==> config.mk <==
export PLATFORM = sky130hd
export DESIGN_NAME = mutative_refill_ctrl_flat
export DESIGN_NICKNAME = d
export VERILOG_FILES = /design/src/rtl/mutative_refill_ctrl_if.sv /design/src/rtl/mutative_refill_ctrl.sv /design/src/flat_wrapper.sv
export SDC_FILE = /design/constraint.sdc
export NUM_CORES = 2
export LEC_CHECK = 0
export ABC_AREA = 1
export BUFFER_PORTS_ARGS = -buffer_cell sky130_fd_sc_hd__buf_2
export CAP_MARGIN = 20
export CELL_PAD_IN_SITES_DETAIL_PLACEMENT = 1
export CELL_PAD_IN_SITES_GLOBAL_PLACEMENT = 1
export CORE_AREA = 2 2 471 473
export DETAILED_ROUTE_END_ITERATION = 8
export DIE_AREA = 0 0 473 475
export GPL_ROUTABILITY_DRIVEN = 0
export PLACE_DENSITY_LB_ADDON = 0.1
export SYNTH_ARGS = -nofsm -noshare
export SYNTH_HDL_FRONTEND = slang
export SYNTH_SLANG_ARGS = --single-unit
==> constraint.sdc <==
create_clock -name clk -period 2.5 [get_ports clk]
set_clock_uncertainty 0.2 [all_clocks]
set_input_delay 0.25 -clock clk [delete_from_list [all_inputs] [get_ports clk]]
set_output_delay 0.25 -clock clk [all_outputs]
set_load 0.03 [all_outputs]
==> src/rtl/mutative_refill_ctrl_if.sv <==
// rtl/mutative_refill_ctrl_if.sv - requester/array/memory bundle for the refill controller
interface mutative_refill_ctrl_if #(
  parameter int ADDR_BITS    = 32,
  parameter int OFFSET_BITS  = 5,
  parameter int SET_IDX_BITS = 4,
  parameter int TAG_BITS     = ADDR_BITS - OFFSET_BITS - SET_IDX_BITS,
  parameter int WAYS         = 8,
  parameter int WAY_IDX_BITS = 3,
  parameter int LINE_BITS    = 256,
  parameter int CNT_BITS     = 16
);
  // requester and replacement unit
  logic                    miss_req;
  logic [ADDR_BITS-1:0]    miss_addr;
  logic [WAY_IDX_BITS-1:0] evict_way;
  logic [WAYS-1:0]         evict_we;
  // victim read-back from the arrays
  logic                    victim_valid;
  logic                    victim_dirty;
  logic [TAG_BITS-1:0]     victim_tag;
  logic [LINE_BITS-1:0]    victim_data;
  // array access
  logic                    array_rd_en;
  logic [WAY_IDX_BITS-1:0] array_rd_way;
  logic [SET_IDX_BITS-1:0] array_set;
  logic [WAYS-1:0]         array_we;
  logic [TAG_BITS-1:0]     array_wtag;
  logic [LINE_BITS-1:0]    array_wdata;
  // memory side
  logic                    mem_read;
  logic                    mem_write;
  logic [ADDR_BITS-1:0]    mem_addr;
  logic [LINE_BITS-1:0]    mem_wdata;
  logic [LINE_BITS-1:0]    mem_rdata;
  logic                    mem_resp;
  // status
  logic                    busy;
  logic                    miss_done;
  logic [CNT_BITS-1:0]     miss_count;
  logic [CNT_BITS-1:0]     wb_count;

  modport master (
    output miss_req, miss_addr, evict_way, evict_we,
    output victim_valid, victim_dirty, victim_tag, victim_data,
    output mem_rdata, mem_resp,
    input  array_rd_en, array_rd_way, array_set, array_we, array_wtag, array_wdata,
    input  mem_read, mem_write, mem_addr, mem_wdata,
    input  busy, miss_done, miss_count, wb_count
  );

  modport slave (
    input  miss_req, miss_addr, evict_way, evict_we,
    input  victim_valid, victim_dirty, victim_tag, victim_data,
    input  mem_rdata, mem_resp,
    output array_rd_en, array_rd_way, array_set, array_we, array_wtag, array_wdata,
    output mem_read, mem_write, mem_addr, mem_wdata,
    output busy, miss_done, miss_count, wb_count
  );
endinterface

==> src/rtl/mutative_refill_ctrl.sv <==
// rtl/mutative_refill_ctrl.sv - miss handling, victim writeback and line refill controller
module mutative_refill_ctrl #(
  parameter int ADDR_BITS    = 32,
  parameter int OFFSET_BITS  = 5,
  parameter int SET_IDX_BITS = 4,
  parameter int TAG_BITS     = ADDR_BITS - OFFSET_BITS - SET_IDX_BITS,
  parameter int WAYS         = 8,
  parameter int WAY_IDX_BITS = 3,
  parameter int LINE_BITS    = 256,
  parameter int CNT_BITS     = 16
) (
  input logic                  clk,
  input logic                  rst,
  mutative_refill_ctrl_if.slave bus
);

  typedef enum logic [2:0] {
    S_IDLE, S_VICTIM, S_WRITEBACK, S_FILL, S_INSTALL, S_DONE
  } state_t;

  state_t                  r_state;
  state_t                  w_next;

  logic [TAG_BITS-1:0]     r_tag;
  logic [SET_IDX_BITS-1:0] r_set;
  logic [WAY_IDX_BITS-1:0] r_way;
  logic [WAYS-1:0]         r_we;
  logic [TAG_BITS-1:0]     r_vic_tag;
  logic [LINE_BITS-1:0]    r_vic_data;
  logic [LINE_BITS-1:0]    r_line;
  logic [CNT_BITS-1:0]     r_miss_cnt;
  logic [CNT_BITS-1:0]     r_wb_cnt;

  logic                    w_accept;
  logic                    w_vic_dirty;
  logic [TAG_BITS-1:0]     w_req_tag;
  logic [SET_IDX_BITS-1:0] w_req_set;
  logic                    w_unused_offset;

  assign w_accept    = (r_state == S_IDLE) && bus.miss_req;
  assign w_vic_dirty = bus.victim_valid && bus.victim_dirty;
  assign w_req_tag   = bus.miss_addr[ADDR_BITS-1 -: TAG_BITS];
  assign w_req_set   = bus.miss_addr[OFFSET_BITS +: SET_IDX_BITS];
  // the byte offset of a miss never matters: every memory request is line aligned
  assign w_unused_offset = ^bus.miss_addr[OFFSET_BITS-1:0];

  assign bus.miss_count = r_miss_cnt;
  assign bus.wb_count   = r_wb_cnt;

  // state register
  always_ff @(posedge clk) begin
    if (rst) r_state <= S_IDLE;
    else     r_state <= w_next;
  end

  // next-state: memory phases wait for mem_resp, everything else advances each cycle
  always_comb begin
    w_next = r_state;
    case (r_state)
      S_IDLE:      if (bus.miss_req) w_next = S_VICTIM;
      S_VICTIM:    w_next = w_vic_dirty ? S_WRITEBACK : S_FILL;
      S_WRITEBACK: if (bus.mem_resp) w_next = S_FILL;
      S_FILL:      if (bus.mem_resp) w_next = S_INSTALL;
      S_INSTALL:   w_next = S_DONE;
      S_DONE:      w_next = S_IDLE;
      default:     w_next = S_IDLE;
    endcase
  end

  // holding registers and saturating counters; way/enable frozen at acceptance
  always_ff @(posedge clk) begin
    if (rst) begin
      r_tag      <= '0;
      r_set      <= '0;
      r_way      <= '0;
      r_we       <= '0;
      r_vic_tag  <= '0;
      r_vic_data <= '0;
      r_line     <= '0;
      r_miss_cnt <= '0;
      r_wb_cnt   <= '0;
    end else begin
      if (w_accept) begin
        r_tag <= w_req_tag;
        r_set <= w_req_set;
        r_way <= bus.evict_way;
        r_we  <= bus.evict_we;
        if (r_miss_cnt != {CNT_BITS{1'b1}}) r_miss_cnt <= r_miss_cnt + 1'b1;
      end
      if (r_state == S_VICTIM) begin
        r_vic_tag  <= bus.victim_tag;
        r_vic_data <= bus.victim_data;
        if (w_vic_dirty && (r_wb_cnt != {CNT_BITS{1'b1}})) r_wb_cnt <= r_wb_cnt + 1'b1;
      end
      if ((r_state == S_FILL) && bus.mem_resp) r_line <= bus.mem_rdata;
    end
  end

  // outputs: array read is issued combinationally in the accepting cycle
  always_comb begin
    bus.array_rd_en  = 1'b0;
    bus.array_rd_way = r_way;
    bus.array_set    = r_set;
    bus.array_we     = '0;
    bus.array_wtag   = '0;
    bus.array_wdata  = '0;
    bus.mem_read     = 1'b0;
    bus.mem_write    = 1'b0;
    bus.mem_addr     = '0;
    bus.mem_wdata    = '0;
    bus.busy         = (r_state != S_IDLE);
    bus.miss_done    = 1'b0;
    case (r_state)
      S_IDLE: begin
        if (bus.miss_req) begin
          bus.array_rd_en  = 1'b1;
          bus.array_rd_way = bus.evict_way;
          bus.array_set    = w_req_set;
        end
      end
      S_WRITEBACK: begin
        bus.mem_write = 1'b1;
        bus.mem_addr  = {r_vic_tag, r_set, {OFFSET_BITS{1'b0}}};
        bus.mem_wdata = r_vic_data;
      end
      S_FILL: begin
        bus.mem_read = 1'b1;
        bus.mem_addr = {r_tag, r_set, {OFFSET_BITS{1'b0}}};
      end
      S_INSTALL: begin
        bus.array_we    = r_we;
        bus.array_wtag  = r_tag;
        bus.array_wdata = r_line;
      end
      S_DONE:  bus.miss_done = 1'b1;
      default: ;
    endcase
  end

endmodule

==> src/flat_wrapper.sv <==
// flat-port wrapper written by rule: the top's interface ports become plain ports
module mutative_refill_ctrl_flat 
#(
  parameter int ADDR_BITS    = 32,
  parameter int OFFSET_BITS  = 5,
  parameter int SET_IDX_BITS = 4,
  parameter int TAG_BITS     = ADDR_BITS - OFFSET_BITS - SET_IDX_BITS,
  parameter int WAYS         = 8,
  parameter int WAY_IDX_BITS = 3,
  parameter int LINE_BITS    = 256,
  parameter int CNT_BITS     = 16
)
  (clk, rst, bus_miss_req, bus_miss_addr, bus_evict_way, bus_evict_we, bus_victim_valid, bus_victim_dirty, bus_victim_tag, bus_victim_data, bus_mem_rdata, bus_mem_resp, bus_array_rd_en, bus_array_rd_way, bus_array_set, bus_array_we, bus_array_wtag, bus_array_wdata, bus_mem_read, bus_mem_write, bus_mem_addr, bus_mem_wdata, bus_busy, bus_miss_done, bus_miss_count, bus_wb_count);
  mutative_refill_ctrl_if #(.ADDR_BITS(ADDR_BITS), .OFFSET_BITS(OFFSET_BITS), .SET_IDX_BITS(SET_IDX_BITS), .TAG_BITS(TAG_BITS), .WAYS(WAYS), .WAY_IDX_BITS(WAY_IDX_BITS), .LINE_BITS(LINE_BITS), .CNT_BITS(CNT_BITS)) bus_i ();
  input logic clk;
  input logic rst;
  input wire logic [$bits(bus_i.miss_req)-1:0] bus_miss_req;
  input wire logic [$bits(bus_i.miss_addr)-1:0] bus_miss_addr;
  input wire logic [$bits(bus_i.evict_way)-1:0] bus_evict_way;
  input wire logic [$bits(bus_i.evict_we)-1:0] bus_evict_we;
  input wire logic [$bits(bus_i.victim_valid)-1:0] bus_victim_valid;
  input wire logic [$bits(bus_i.victim_dirty)-1:0] bus_victim_dirty;
  input wire logic [$bits(bus_i.victim_tag)-1:0] bus_victim_tag;
  input wire logic [$bits(bus_i.victim_data)-1:0] bus_victim_data;
  input wire logic [$bits(bus_i.mem_rdata)-1:0] bus_mem_rdata;
  input wire logic [$bits(bus_i.mem_resp)-1:0] bus_mem_resp;
  output wire logic [$bits(bus_i.array_rd_en)-1:0] bus_array_rd_en;
  output wire logic [$bits(bus_i.array_rd_way)-1:0] bus_array_rd_way;
  output wire logic [$bits(bus_i.array_set)-1:0] bus_array_set;
  output wire logic [$bits(bus_i.array_we)-1:0] bus_array_we;
  output wire logic [$bits(bus_i.array_wtag)-1:0] bus_array_wtag;
  output wire logic [$bits(bus_i.array_wdata)-1:0] bus_array_wdata;
  output wire logic [$bits(bus_i.mem_read)-1:0] bus_mem_read;
  output wire logic [$bits(bus_i.mem_write)-1:0] bus_mem_write;
  output wire logic [$bits(bus_i.mem_addr)-1:0] bus_mem_addr;
  output wire logic [$bits(bus_i.mem_wdata)-1:0] bus_mem_wdata;
  output wire logic [$bits(bus_i.busy)-1:0] bus_busy;
  output wire logic [$bits(bus_i.miss_done)-1:0] bus_miss_done;
  output wire logic [$bits(bus_i.miss_count)-1:0] bus_miss_count;
  output wire logic [$bits(bus_i.wb_count)-1:0] bus_wb_count;
  assign bus_i.miss_req = bus_miss_req;
  assign bus_i.miss_addr = bus_miss_addr;
  assign bus_i.evict_way = bus_evict_way;
  assign bus_i.evict_we = bus_evict_we;
  assign bus_i.victim_valid = bus_victim_valid;
  assign bus_i.victim_dirty = bus_victim_dirty;
  assign bus_i.victim_tag = bus_victim_tag;
  assign bus_i.victim_data = bus_victim_data;
  assign bus_i.mem_rdata = bus_mem_rdata;
  assign bus_i.mem_resp = bus_mem_resp;
  assign bus_array_rd_en = bus_i.array_rd_en;
  assign bus_array_rd_way = bus_i.array_rd_way;
  assign bus_array_set = bus_i.array_set;
  assign bus_array_we = bus_i.array_we;
  assign bus_array_wtag = bus_i.array_wtag;
  assign bus_array_wdata = bus_i.array_wdata;
  assign bus_mem_read = bus_i.mem_read;
  assign bus_mem_write = bus_i.mem_write;
  assign bus_mem_addr = bus_i.mem_addr;
  assign bus_mem_wdata = bus_i.mem_wdata;
  assign bus_busy = bus_i.busy;
  assign bus_miss_done = bus_i.miss_done;
  assign bus_miss_count = bus_i.miss_count;
  assign bus_wb_count = bus_i.wb_count;
  mutative_refill_ctrl #(.ADDR_BITS(ADDR_BITS), .OFFSET_BITS(OFFSET_BITS), .SET_IDX_BITS(SET_IDX_BITS), .TAG_BITS(TAG_BITS), .WAYS(WAYS), .WAY_IDX_BITS(WAY_IDX_BITS), .LINE_BITS(LINE_BITS), .CNT_BITS(CNT_BITS)) u_core (.clk(clk), .rst(rst), .bus(bus_i));
endmodule
==> impl_metrics.json <==
{
  "fin_tns_setup_ns": -21.74,
  "htreeDepth": 3,
  "drive_above_1_share_pct": 31.26,
  "final_util_pct": 21.57,
  "hp-class": "input pin to register",
  "grt-ovfl-total": 0,
  "grt_max_degree": 101,
  "worstPathArrival_ns": 2.19,
  "clk_latency_ns": 0.71,
  "die_w_um": 473,
  "ant_nets": 0,
  "synth.avg_cell_area_um2": 7.112,
  "hpwl_mm": 121.5,
  "antenna_found_initial": 25,
  "firstDrtPassIters": 4,
  "fp-row-count": 172,
  "fin_crit_ns": 2.637,
  "routed_via_density": 3.589,
  "drc": 0,
  "synth_most_common_cell": "inv_1",
  "synth_area_um2": 24820,
  "yosysUniqueCellTypes": 29,
  "synthTopCellsByCount": "inv_1, nor2_1, dfxtp_1, a21oi_1, o21ai_0",
  "yosysSeqAreaShare_pct": 49.05,
  "core_area_um2": 219100,
  "worst_pin_slew_ns": 0.6872,
  "yosysWarnings": 0,
  "startpoint_type": "register",
  "num_io_pins": 1203,
  "synth_ff_type": "dfxtp_1",
  "ys_seq_elements": 608,
  "cts-root-buf": "clkbuf_16",
  "wl_per_cell_um": 19.54,
  "finalHoldViolations": 0,
  "grt_setup_unrepaired": "yes",
  "clk_pin_slew_worst_paths_ns": 0.05,
  "cp_max_fo": 16,
  "cts.sink_count": 608,
  "fin_ws_ns": -0.1369,
  "grt_usage_pct": 13.76,
  "numCtsBuffers": 90,
  "die_area_um2": 224700,
  "power.total_mw": 33.07,
  "start_util_pct": 11.33,
  "cap_violations": 0,
  "place_inst": 7432,
  "crit_type": "register to output pin",
  "synthTopCellsByArea": "dfxtp_1, a21oi_1, inv_1",
  "yosys.area.top_type": "dfxtp_1",
  "die_h_um": 475,
  "portBuffers": 1192,
  "powerDensity_nw_per_um2": 699.8,
  "clock_path_buffers": 3,
  "synth_top_area_share_pct": 49.05,
  "p_leak_nw": 19.54,
  "cp-end-kind": "output pin",
  "wl_mm": 161.8,
  "status": "complete, but fails checks",
  "vias": 29720,
  "grt_pass1_vias": 31510,
  "finalCritPeriodShare_pct": 105.5,
  "maxSlewHeadroom_pct": 54.19,
  "drt_iter0_markers": 872,
  "cts_tree": "done",
  "synth_async_sr_flop_share_pct": 0,
  "ir_drop_mv": 0.4944,
  "final-max-slew-violation-count": 0,
  "max_freq_mhz": 379.2,
  "grt_pass1_wl_mm": 226.4,
  "stdcell_count": 8282,
  "failed_checks": "negative setup slack",
  "final_nets": 5920,
  "syn2layout_area_growth_pct": 90.44,
  "synth_edf_count": 0,
  "dp_slack_ns": 0.1523,
  "setup_violations": 430,
  "cp_data_required_time_ns": 2.05,
  "syn_inst": 3489
}
[cells in the final DEF, fill, tap and decap left out, drive strengths merged, types with 4 or more instances in the layout]
master / Yosys / final
nor2: 616 / 616
nor3: 7 / 7
a21oi: 592 / 592
conb: 1 / 5
nand4: 7 / 7
o21ai: 572 / 572
diode: 0 / 11
dfxtp: 608 / 608
clkinv: 0 / 10
o22ai: 23 / 23
a211oi: 8 / 8
or2: 4 / 4
nand2: 116 / 116
inv: 629 / 635
dlygate4sd3: 0 / 638
nand3: 29 / 29
clkbuf: 155 / 197
buf: 112 / 1319
[sequential cells by signal, summed over array words and instances (netlist names)]
| signal | cells |
|---|---|
| u_core.r_line | 256 |
| u_core.r_vic_data | 256 |
| u_core.r_tag | 23 |
| u_core.r_vic_tag | 23 |
| u_core.bus.miss_count | 16 |
| u_core.bus.wb_count | 16 |
| u_core.r_we | 8 |
| u_core.r_set | 4 |
| u_core.r_state | 3 |
| u_core.r_way | 3 |
[final timing paths]
path                 startpoint                      to  slack (ns)  depth (start not counted)
max           u_core.r_state[2]      bus_mem_wdata[106]       -0.14                          9
min            bus_victim_valid  u_core.bus.wb_count[8]        0.08                          7
max reg2reg   u_core.r_state[2]       u_core.r_line[26]        0.01                         11
min reg2reg  u_core.r_line[214]      u_core.r_line[214]        0.25                          2
[worst max-delay path, cell delays in order (launching register included)]
cell	delay, ns
dfxtp_4	0.35
inv_4	0.06
nand2_4	0.05
nor2_4	0.13
buf_12	0.14
inv_16	0.07
buf_16	0.18
clkbuf_16	0.19
nor2_2	0.12
buf_6	0.15
[layout make-up]
class / instances / area, um2
repair buffers: 2013 / 16010
clock buffers: 144 / 2706
well taps: 2871 / 3592
flip-flops and latches: 608 / 12180
diodes: 11 / 27.53
multi-input cells: 1989 / 10100
clock inverters: 14 / 182.7
inverters: 629 / 2407
repair inverters: 3 / 48.80
fillers: 26220 / 171800
[cell families (layout without fill, tap and decap cells)]
logic type                 Yosys count  after routing  share of synthesized area (%)
AOI/OAI and AO/OA                 1195           1195                          24.30
buffers and inverters              896           2803                          14.11
and+or+nand+nor                    781            781                          12.21
DFF                                608            608                          49.05
xor gates and xnor gates             6              6                         0.2118
adders and majority gates            2              2                         0.1008
other                                1             16                        0.01511
[power by group]
group | internal, mW | switching (mW)
clock network | 7.50 | 5.37
registers | 11.0 | 0.328
logic | 3.45 | 5.41
[through the flow]
stage               instance area (um2)  hold slack (ns)
global route                      47250          0.07058
global placement                  34860           0.2371
floorplan                         24830           0.2021
finish                            47260          0.08488
detailed placement                34860           0.2452
CTS                               45740         0.008741
[routing by layer]
metal	track usage [%]	vias to the layer above	part of all wire, %	routed length (um)
li1	-	14710	-	-
met1	15.67	13940	41	65640
met2	24.06	865	49	79170
met3	4.983	195	7.8	12550
met4	3.753	12	2.7	4406
met5	0	-	0.043	69
[timing repair]
action	CTS	global route
hold buffers	638	0
buffers inserted	20	6
hold endpoints to repair	597	0
resized for setup	413	450
endpoints found under the setup margin	574	670
gates cloned	9	8
pin swaps	7	7
Note: power is estimated with default switching activity, not from simulation.
